**config.mk**
```make
export PLATFORM = sky130hd
export DESIGN_NAME = ps2_host_tx
export DESIGN_NICKNAME = d
export VERILOG_FILES = /design/src/rtl/ps2_pkg.sv /design/src/rtl/ps2_line_sync.sv /design/src/rtl/ps2_host_tx.sv
export SDC_FILE = /design/constraint.sdc
export NUM_CORES = 1
export LEC_CHECK = 0
export ABC_AREA = 1
export CAP_MARGIN = 10
export CORE_MARGIN = 8
export CORE_UTILIZATION = 45
export CTS_BUF_LIST = sky130_fd_sc_hd__clkbuf_8
export CTS_CLUSTER_DIAMETER = 60
export DETAILED_ROUTE_END_ITERATION = 8
export GPL_ROUTABILITY_DRIVEN = 0
export PLACE_DENSITY_LB_ADDON = 0.1
export SETUP_SLACK_MARGIN = 0.15
export SYNTH_ARGS = -nofsm -noshare
export SYNTH_HDL_FRONTEND = slang
export SYNTH_SLANG_ARGS = --single-unit
```
**constraint.sdc**
```tcl
create_clock -name clk -period 1.5 [get_ports clk]
set_input_delay 0.3 -clock clk [delete_from_list [all_inputs] [get_ports clk]]
set_output_delay 0.3 -clock clk [all_outputs]
set_load 0.02 [all_outputs]
```
**src/rtl/ps2_pkg.sv**
```systemverilog
// Shared PS/2 definitions: host transmitter FSM states, keyboard command bytes, parity helper.
package ps2_pkg;

    typedef enum logic [2:0] {
        IDLE,
        INHIBIT,
        SEND,
        ACK,
        WAIT_IDLE
    } ps2State_t;

    localparam logic [7:0] CMD_SET_LED = 8'hED;
    localparam logic [7:0] CMD_ECHO    = 8'hEE;
    localparam logic [7:0] CMD_ENABLE  = 8'hF4;
    localparam logic [7:0] CMD_RESET   = 8'hFF;
    localparam logic [7:0] RSP_ACK     = 8'hFA;

    // PS/2 frames use odd parity over the data byte.
    function automatic logic oddParity(input logic [7:0] d);
        return ~^d;
    endfunction

endpackage

```
**src/rtl/ps2_line_sync.sv**
```systemverilog
// 2-FF synchronizer for the raw PS/2 clock and data lines, plus synced-clock falling-edge detect.
module ps2_line_sync (
    input  logic clk,
    input  logic rst_n,
    input  logic clkRaw,
    input  logic dataRaw,
    output logic clkSync,
    output logic dataSync,
    output logic clkFall
);

    logic [1:0] clkFf;
    logic [1:0] dataFf;
    logic       clkPrev;

    // Idle bus level is high, so reset to 1 to avoid a spurious fall.
    always_ff @(posedge clk) begin
        if (!rst_n) begin
            clkFf   <= 2'b11;
            dataFf  <= 2'b11;
            clkPrev <= 1'b1;
        end else begin
            clkFf   <= {clkFf[0], clkRaw};
            dataFf  <= {dataFf[0], dataRaw};
            clkPrev <= clkFf[1];
        end
    end

    assign clkSync  = clkFf[1];
    assign dataSync = dataFf[1];
    assign clkFall  = clkPrev & ~clkFf[1];

endmodule

```
**src/rtl/ps2_host_tx.sv**
```systemverilog
// Host-to-device PS/2 command transmitter; pulls the lines low through output enables only.
// Optional watchdog from clock release to bus idle: define PS2_TX_TIMEOUT_EN.
module ps2_host_tx #(
    parameter int INHIBIT_CYCLES = 5000,
    parameter int TIMEOUT_CYCLES = 1000000
) (
    input  logic       clk,
    input  logic       rst_n,
    input  logic [7:0] tx_data,
    input  logic       tx_valid,
    output logic       tx_ready,
    output logic       tx_done,
    output logic       tx_err,
    input  logic       ps2_clk_in,
    input  logic       ps2_data_in,
    output logic       ps2_clk_oe,
    output logic       ps2_data_oe,
    output logic       rx_inhibit
);
    import ps2_pkg::*;

    localparam int CNT_MAX = (INHIBIT_CYCLES > TIMEOUT_CYCLES) ? INHIBIT_CYCLES : TIMEOUT_CYCLES;
    localparam int CW      = $clog2(CNT_MAX + 1);

    ps2State_t      state, stateNxt;
    logic [8:0]     frame, frameNxt;      // {parity, data}
    logic [3:0]     bitCnt, bitCntNxt;
    logic [CW-1:0]  cnt, cntNxt;          // inhibit timer, then watchdog
    logic           clkOe, clkOeNxt, dataOe, dataOeNxt;
    logic           done, doneNxt, err, errNxt;
    logic           clkSync, dataSync, clkFall;

    ps2_line_sync uSync (
        .clk      (clk),
        .rst_n    (rst_n),
        .clkRaw   (ps2_clk_in),
        .dataRaw  (ps2_data_in),
        .clkSync  (clkSync),
        .dataSync (dataSync),
        .clkFall  (clkFall)
    );

    always_ff @(posedge clk) begin
        if (!rst_n) begin
            state  <= IDLE;
            frame  <= '0;
            bitCnt <= '0;
            cnt    <= '0;
            clkOe  <= 1'b0;
            dataOe <= 1'b0;
            done   <= 1'b0;
            err    <= 1'b0;
        end else begin
            state  <= stateNxt;
            frame  <= frameNxt;
            bitCnt <= bitCntNxt;
            cnt    <= cntNxt;
            clkOe  <= clkOeNxt;
            dataOe <= dataOeNxt;
            done   <= doneNxt;
            err    <= errNxt;
        end
    end

    always_comb begin
        stateNxt  = state;
        frameNxt  = frame;
        bitCntNxt = bitCnt;
        cntNxt    = cnt;
        clkOeNxt  = clkOe;
        dataOeNxt = dataOe;
        doneNxt   = 1'b0;
        errNxt    = 1'b0;
        case (state)
            IDLE: begin
                cntNxt    = '0;
                bitCntNxt = '0;
                clkOeNxt  = 1'b0;
                dataOeNxt = 1'b0;
                if (tx_valid) begin
                    frameNxt = {oddParity(tx_data), tx_data};
                    clkOeNxt = 1'b1;
                    stateNxt = INHIBIT;
                end
            end
            // Start bit goes low in the last inhibit cycle so data is already down when the clock lets go.
            INHIBIT: begin
                cntNxt = cnt + 1'b1;
                if (cnt == CW'(INHIBIT_CYCLES - 2))
                    dataOeNxt = 1'b1;
                if (cnt == CW'(INHIBIT_CYCLES - 1)) begin
                    clkOeNxt = 1'b0;
                    cntNxt   = '0;
                    stateNxt = SEND;
                end
            end
            SEND: begin
                if (clkFall) begin
                    if (bitCnt == 4'd9) begin
                        dataOeNxt = 1'b0;
                        stateNxt  = ACK;
                    end else begin
                        dataOeNxt = ~frame[bitCnt];
                        bitCntNxt = bitCnt + 4'd1;
                    end
                end
            end
            ACK: begin
                if (clkFall) begin
                    if (dataSync) begin
                        errNxt   = 1'b1;
                        stateNxt = IDLE;
                    end else begin
                        stateNxt = WAIT_IDLE;
                    end
                end
            end
            WAIT_IDLE: begin
                if (clkSync && dataSync) begin
                    doneNxt  = 1'b1;
                    stateNxt = IDLE;
                end
            end
            default: stateNxt = IDLE;
        endcase
`ifdef PS2_TX_TIMEOUT_EN
        if (state == SEND || state == ACK || state == WAIT_IDLE) begin
            cntNxt = cnt + 1'b1;
            if (cnt == CW'(TIMEOUT_CYCLES - 1)) begin
                errNxt    = 1'b1;
                doneNxt   = 1'b0;
                clkOeNxt  = 1'b0;
                dataOeNxt = 1'b0;
                stateNxt  = IDLE;
            end
        end
`endif
    end

    assign tx_ready    = (state == IDLE);
    assign rx_inhibit  = (state != IDLE);
    assign tx_done     = done;
    assign tx_err      = err;
    assign ps2_clk_oe  = clkOe;
    assign ps2_data_oe = dataOe;

endmodule

```
==> run metrics, run 1 <==
GRT Resource Usage Total=16.2%; Slew headroom=76.6%; initial antenna violation count=0; dpl cell area=around 0.0029 mm²; CTS Buffer Depth=2; Synth Net Count=around 370; #FFs+latches synth=45; drt first pass iters=4; DRC viols=0; Comb power frac=43.2%; most frequent cells in the layout=nand2_1, inv_1, buf_4; Clock Latency Late Sink=0.29 ns; clock sinks=45; vias in the first global route=2234; dpl hpwl=4.29 mm; EDFF count, synth=0; DP Worst Slack=-0.142 ns; Worst Setup SP=cnt[5]; worst slew pin tran=~0.35 ns; largest net degree at the start of global routing=20; Avg Inst Size Synth=6.92 µm²; synthesized cell area=0.00241 mm²; final period utilization=96.9%; crit path kind=flop to flop; H-tree depth=2; Max IR drop VDD=~0.52 mV; Syn-to-layout area delta=45.0%; minimum clock period=1.45 ns; wire length on met2=3.03 mm; Main synth FF type=dfxtp_1; ANT nets after route=0; fill count=between 400 and 500; routed vias=approximately 2400; Netlist cell types=30; first-pass GRT wire length=~10 mm; Starting Density=46.9%; CTS Root Cell=clkbuf_8; CTS Buf Count=5; Vias per Instance=~5.0; fraction of layout cells with a size suffix above 1=40.5%; Seq/Total Area, Yosys=37.4%; initial DRC count=73; FFs w/ async S/R, synth=0%; hold-fix buffers at CTS=0; Met1 Wirelength=2.97 mm; Worst EP arrival=1.64 ns; HP Start=uSync.dataFf[0]; Post-Layout Cell Count=482; Worst Setup Start Kind=flop; CTS clock-pin slew for the worst setup and hold paths=around 0.080 ns; Die ar.=0.00795 mm²; Synthesis Warnings=0; # port buffers=18; core area=0.00514 mm²; PnR worst setup slack=0.0468 ns; FP Rows=26; top sig layer=met4; final core occ=68.0%; Worst R2R Start=cnt[5]; Worst EP required=1.69 ns; Clock Power Share=18.6%; Min Hold Slack=0.420 ns; diode count=0; Crit. End Element=flop; Nets=between 400 and 500; commonest non-fill, non-tap cell in the layout=nand2_1; max-slew violations=0; Finished Cell Area=approximately 0.0035 mm²; max_cap viols=0; die height=89.2 µm; Clock Skews=0.00488 ns; CTS tree=done; type of the tightest min-delay check=flop to flop; Syn Inst Count=348; switching fraction of total power=36.8%; leakage=1.47 nW; Psw=~1.4 mW; DIE WIDTH=slightly below 90 µm; RSZ-0062 raised after global routing=yes; status=complete, no violations; # IOs=19; placed insts=455; wire per inst=between 10 and 15 µm; Final Setup Violations=0; fmax=688 MHz; CP max FO=5; final wirelength=between 6 and 7 mm; P per Cell Area=about 1100 mW/mm²; wire length on met3=316 µm; Seq pwr share=38.1%; GR Overflow Total=0; final number of hold-violating endpoints=0; internal power=approximately 2.3 mW
[kinds of logic (layout without fill, tap and decap cells)]
family          Yosys count  count (layout)  share of synthesized area (%)
simple gates            172             172                           34.3
buf+inv                  63             127                           10.2
fa+ha+maj                 4               4                           2.08
compound gates           48              48                           10.2
xor+xnor                 16              16                           5.82
flops                    45              45                           37.4
[path summary, 6_finish.rpt]
kind | to | slack, ns | cells after the start
worst min-delay path | uSync.dataFf[1] | 0.42 | 1
worst max register to register | cnt[19] | 0.05 | 6
worst min register to register | uSync.dataFf[1] | 0.42 | 1
worst max-delay path | cnt[19] | 0.05 | 6
[flip-flops by register name, indices dropped and copies added (netlist names)]
name,cells
bitCnt,4
cnt,20
frame,9
ps2_clk_oe,1
ps2_data_oe,1
state,3
tx_done,1
tx_err,1
uSync.clkFf,2
uSync.clkPrev,1
uSync.dataFf,2
[through the flow]
stage                     setup TNS (ns)  power, mW
after global routing            -0.00948       3.93
after detailed placement           -1.35       2.58
final                                  0       3.70
after CTS                              0       3.35
after global placement            -0.885       2.57
after floorplan                        0       2.16
[Yosys cell counts, types with 2 or more instances]
| library cell | count | area (µm²) |
|---|---|---|
| nor4_1 | 2 | 12.5 |
| nor2_2 | 5 | 31.3 |
| nor3_1 | 8 | 40.0 |
| inv_1 | 48 | 180 |
| nor2_1 | 35 | 131 |
| nor3_4 | 2 | 32.5 |
| dfxtp_1 | 45 | 901 |
| nand3_2 | 3 | 30.0 |
| o22ai_1 | 2 | 12.5 |
| xnor2_1 | 7 | 61.3 |
| or2_2 | 4 | 25.0 |
| inv_2 | 6 | 22.5 |
| o21ai_0 | 13 | 65.1 |
| a21oi_1 | 27 | 135 |
| xor2_1 | 9 | 78.8 |
| ha_1 | 4 | 50.1 |
| nand4_1 | 7 | 43.8 |
| nor3_2 | 3 | 30.0 |
| nand2_2 | 4 | 25.0 |
| clkbuf_1 | 3 | 11.3 |
| o21ai_1 | 4 | 20.0 |
| nand3_1 | 33 | 165 |
| nand2_1 | 64 | 240 |
| buf_2 | 4 | 20.0 |
[critical path, cell delays in order, from the launching register on]
cell	delay (ns)
dfxtp_4	0.40
nand4_1	0.19
nor3_4	0.33
buf_6	0.16
nand3_4	0.06
o21ai_2	0.14
a21oi_2	0.07
[metal layers]
| metal | vias up | track usage, % |
|---|---|---|
| met3 | 12 | 3.40 |
| met1 | 1115 | 21.4 |
| met4 | 0 | 6.04 |
| li1 | 1244 | - |
| met2 | 55 | 25.3 |
| met5 | - | 0 |
[area by class of cell]
| type | count | area [µm²] | area share (%) |
|---|---|---|---|
| Clock buffer | 5 | 68.8 | 1.97 |
| Clock inverter | 3 | 11.3 | 0.322 |
| Inverter | 55 | 231 | 6.63 |
| Multi-Input combinational cell | 240 | 1590 | 45.5 |
| Sequential cell | 45 | 942 | 27.0 |
| Tap cell | 70 | 87.6 | 2.51 |
| Timing Repair Buffer | 63 | 557 | 15.9 |
| Timing Repair inverter | 1 | 6.26 | 0.179 |
[what timing repair did]
action,in CTS,in global routing
pin swaps,13,29
endpoints found under the setup margin,32,38
cloned,0,1
resized for setup,60,84
buffers inserted,5,13
[power groups by stage]
stage          registers (mW)  logic (mW)  clock network [mW]
2_1_floorplan            1.43       0.722                   0
3_3_place_gp             1.41        1.16                   0
3_5_place_dp             1.41        1.17                   0
4_1_cts                  1.39        1.23               0.726
5_1_grt                  1.43        1.75               0.761
6_report                 1.41        1.60               0.689
(Power assumes the default switching activity.)
==> inputs of run 2 (changes only) <==
==> constraint.sdc (replaced) <==
create_clock -name clk -period 1.5 [get_ports clk]
set_input_delay 0.3 -clock clk [delete_from_list [all_inputs] [get_ports clk]]
set_output_delay 0.3 -clock clk [all_outputs]
set_load 0.005 [all_outputs]
==> run 2 against run 1 <==
Cell area is 4.8% lower. Via count shrank 0.74%. Clock power grew 15%. Sequential cell count did not move. Maximum frequency up 0.74%. Combinational power decreased by 21%. Setup slack improved by 0.011 ns. Core utilization fell by 3.2 points. Critical path type unchanged. Highest routed layer unchanged.
==> run metrics, run 2 (synthesis gave the netlist of run 1 again) <==
Max IR drop VDD=0.542 mV; switching fraction of total power=36.2%; fmax=693 MHz; CTS Root Cell=clkbuf_8; status=complete, no violations; Regs by FF count=cnt (20), frame (9), bitCnt (4); WHS Path Cells=3; dpl hpwl=4.32 mm; Psw=1.25 mW; GRT Resource Usage Total=16.1%; clock sinks=45; Worst EP arrival=around 1.6 ns; CTS Buf Count=5; Clock Power Share=22.9%; # IOs=19; Seq pwr share=40.4%; worst r2r dst=cnt[12]; diode count=0; placed insts=between 400 and 500; initial DRC count=107; ANT nets after route=0; hold endpoint=frame[5]; post-route setup TNS=0 ns; GR Overflow Total=0; Vias per Instance=5.06; minimum clock period=1.44 ns; final number of hold-violating endpoints=0; RSZ-0062 raised after global routing=yes; Crit. End Element=flop; vias in the first global route=roughly 2200; DIE WIDTH=slightly below 90 µm; PnR worst setup slack=~0.058 ns; DP Worst Slack=-0.0918 ns; max_cap viols=0; Comb power frac=between 30% and 40%; HP Start=tx_data[5]; Post-Layout Cell Count=476; Final Setup Violations=0; core area=about 0.005 mm²; Clock Skews=~0.0075 ns; CP max FO=4; leakage=between 1 and 1.5 nW; max FFs per register=20; Worst R2R Start=cnt[1]; Worst Setup Start Kind=flop; commonest non-fill, non-tap cell in the layout=nand2_1; Nets=423; type of the tightest min-delay check=input pin to flop; CTS Buffer Depth=2; FP Rows=26; Finished Cell Area=0.00333 mm²; drt first pass iters=4; routed vias=2408; Clock Latency Late Sink=0.30 ns; largest net degree at the start of global routing=20; CTS tree=done; initial antenna violation count=0; first-pass GRT wire length=between 9 and 10 mm; die height=89.2 µm; dpl cell area=just under 0.003 mm²; final wirelength=around 6.3 mm; worst slew pin tran=0.313 ns; Syn-to-layout area delta=38.1%; # port buffers=18; Top reg by flops=cnt; Die ar.=0.00795 mm²; hold-fix buffers at CTS=0; DRC viols=0; fraction of layout cells with a size suffix above 1=34.2%; max-slew violations=0; P per Cell Area=1040 mW/mm²; Starting Density=46.9%; H-tree depth=2; Slew headroom=79.0%; Worst EP required=1.70 ns; FF-to-FF setup slack=0.06 ns; crit path kind=flop to flop; wire per inst=13.3 µm; worst reg2reg path depth=7; Min Hold Slack=0.352 ns; internal power=2.21 mW; most frequent cells in the layout=nand2_1, inv_1, buf_4; CTS clock-pin slew for the worst setup and hold paths=~0.090 ns; final period utilization=96.2%
-- run 2: cell types whose count changed in the layout (fill, tap and decap cells not counted), moves of 3 or more --
cell and delta:
buf_6 -6, nor2_2 -3, nor2_1 +5, inv_1 +8, inv_2 -6, nand2_1 +3, inv_4 -4
-- run 2: layout make-up --
type / instances / area [µm²]
clock inverter: 1 / 7.51
timing repair buffer: 58 / 489
sequential: 45 / 940
inverter: 55 / 214
timing repair inverter: 1 / 7.51
tap: 70 / 87.6
clock buffer: 6 / 82.6
fill: 492 / 1810
multi-input combinational: 240 / 1500
-- run 2: power by group through the flow --
| stage | Clock, mW | Sequential, mW | Combinational [mW] |
|---|---|---|---|
| 2_1_floorplan | 0 | 1.41 | 0.673 |
| 3_3_place_gp | 0 | 1.42 | 1.07 |
| 3_5_place_dp | 0 | 1.42 | 1.08 |
| 4_1_cts | 0.816 | 1.40 | 1.09 |
| 5_1_grt | 0.863 | 1.42 | 1.41 |
| 6_report | 0.793 | 1.40 | 1.27 |
-- run 2: what timing repair did --
item                       CTS  global route
setup endpoints to repair   29            31
pin swaps                   10            15
buffers inserted             4             4
gates resized for setup     37            61
cloned                       1             0
-- run 2: worst max-delay path, stage by stage, from the launching register on --
cell and delay, ns:
dfxtp_4 0.38, ha_4 0.16, nand2_4 0.06, nor2_4 0.12, nand3_2 0.12, nor3_4 0.27
nor2_1 0.07, o21a_1 0.17
-- run 2: worst max-delay path by stage --
stage / startpoint / endpoint / slack (ns) / cells past startpoint
CTS: state[2] / tx_ready / 0.04 / 4
finish: cnt[1] / cnt[12] / 0.06 / 7
floorplan: cnt[1] / cnt[12] / 0.13 / 7
detailed placement: rst_n / cnt[8] / -0.09 / 7
global placement: rst_n / cnt[3] / -0.05 / 7
global route: cnt[1] / cnt[12] / -0.02 / 7
-- run 2: stage by stage --
stage | utilization (%) | power (mW)
after global routing | 64.7 | 3.69
after detailed placement | 56.6 | 2.49
after global placement | 56.6 | 2.48
final | 64.7 | 3.46
after floorplan | - | 2.08
after CTS | 60.4 | 3.31
-- run 2: per-layer routing --
| metal | global-route usage, % | wire length, µm | vias up |
|---|---|---|---|
| met2 | 24.3 | 2850 | 54 |
| met5 | 0 | 0 | - |
| met1 | 21.7 | 3020 | 1110 |
| met3 | 4.14 | 346 | 12 |
| li1 | - | - | 1232 |
| met4 | 5.14 | 109 | 0 |
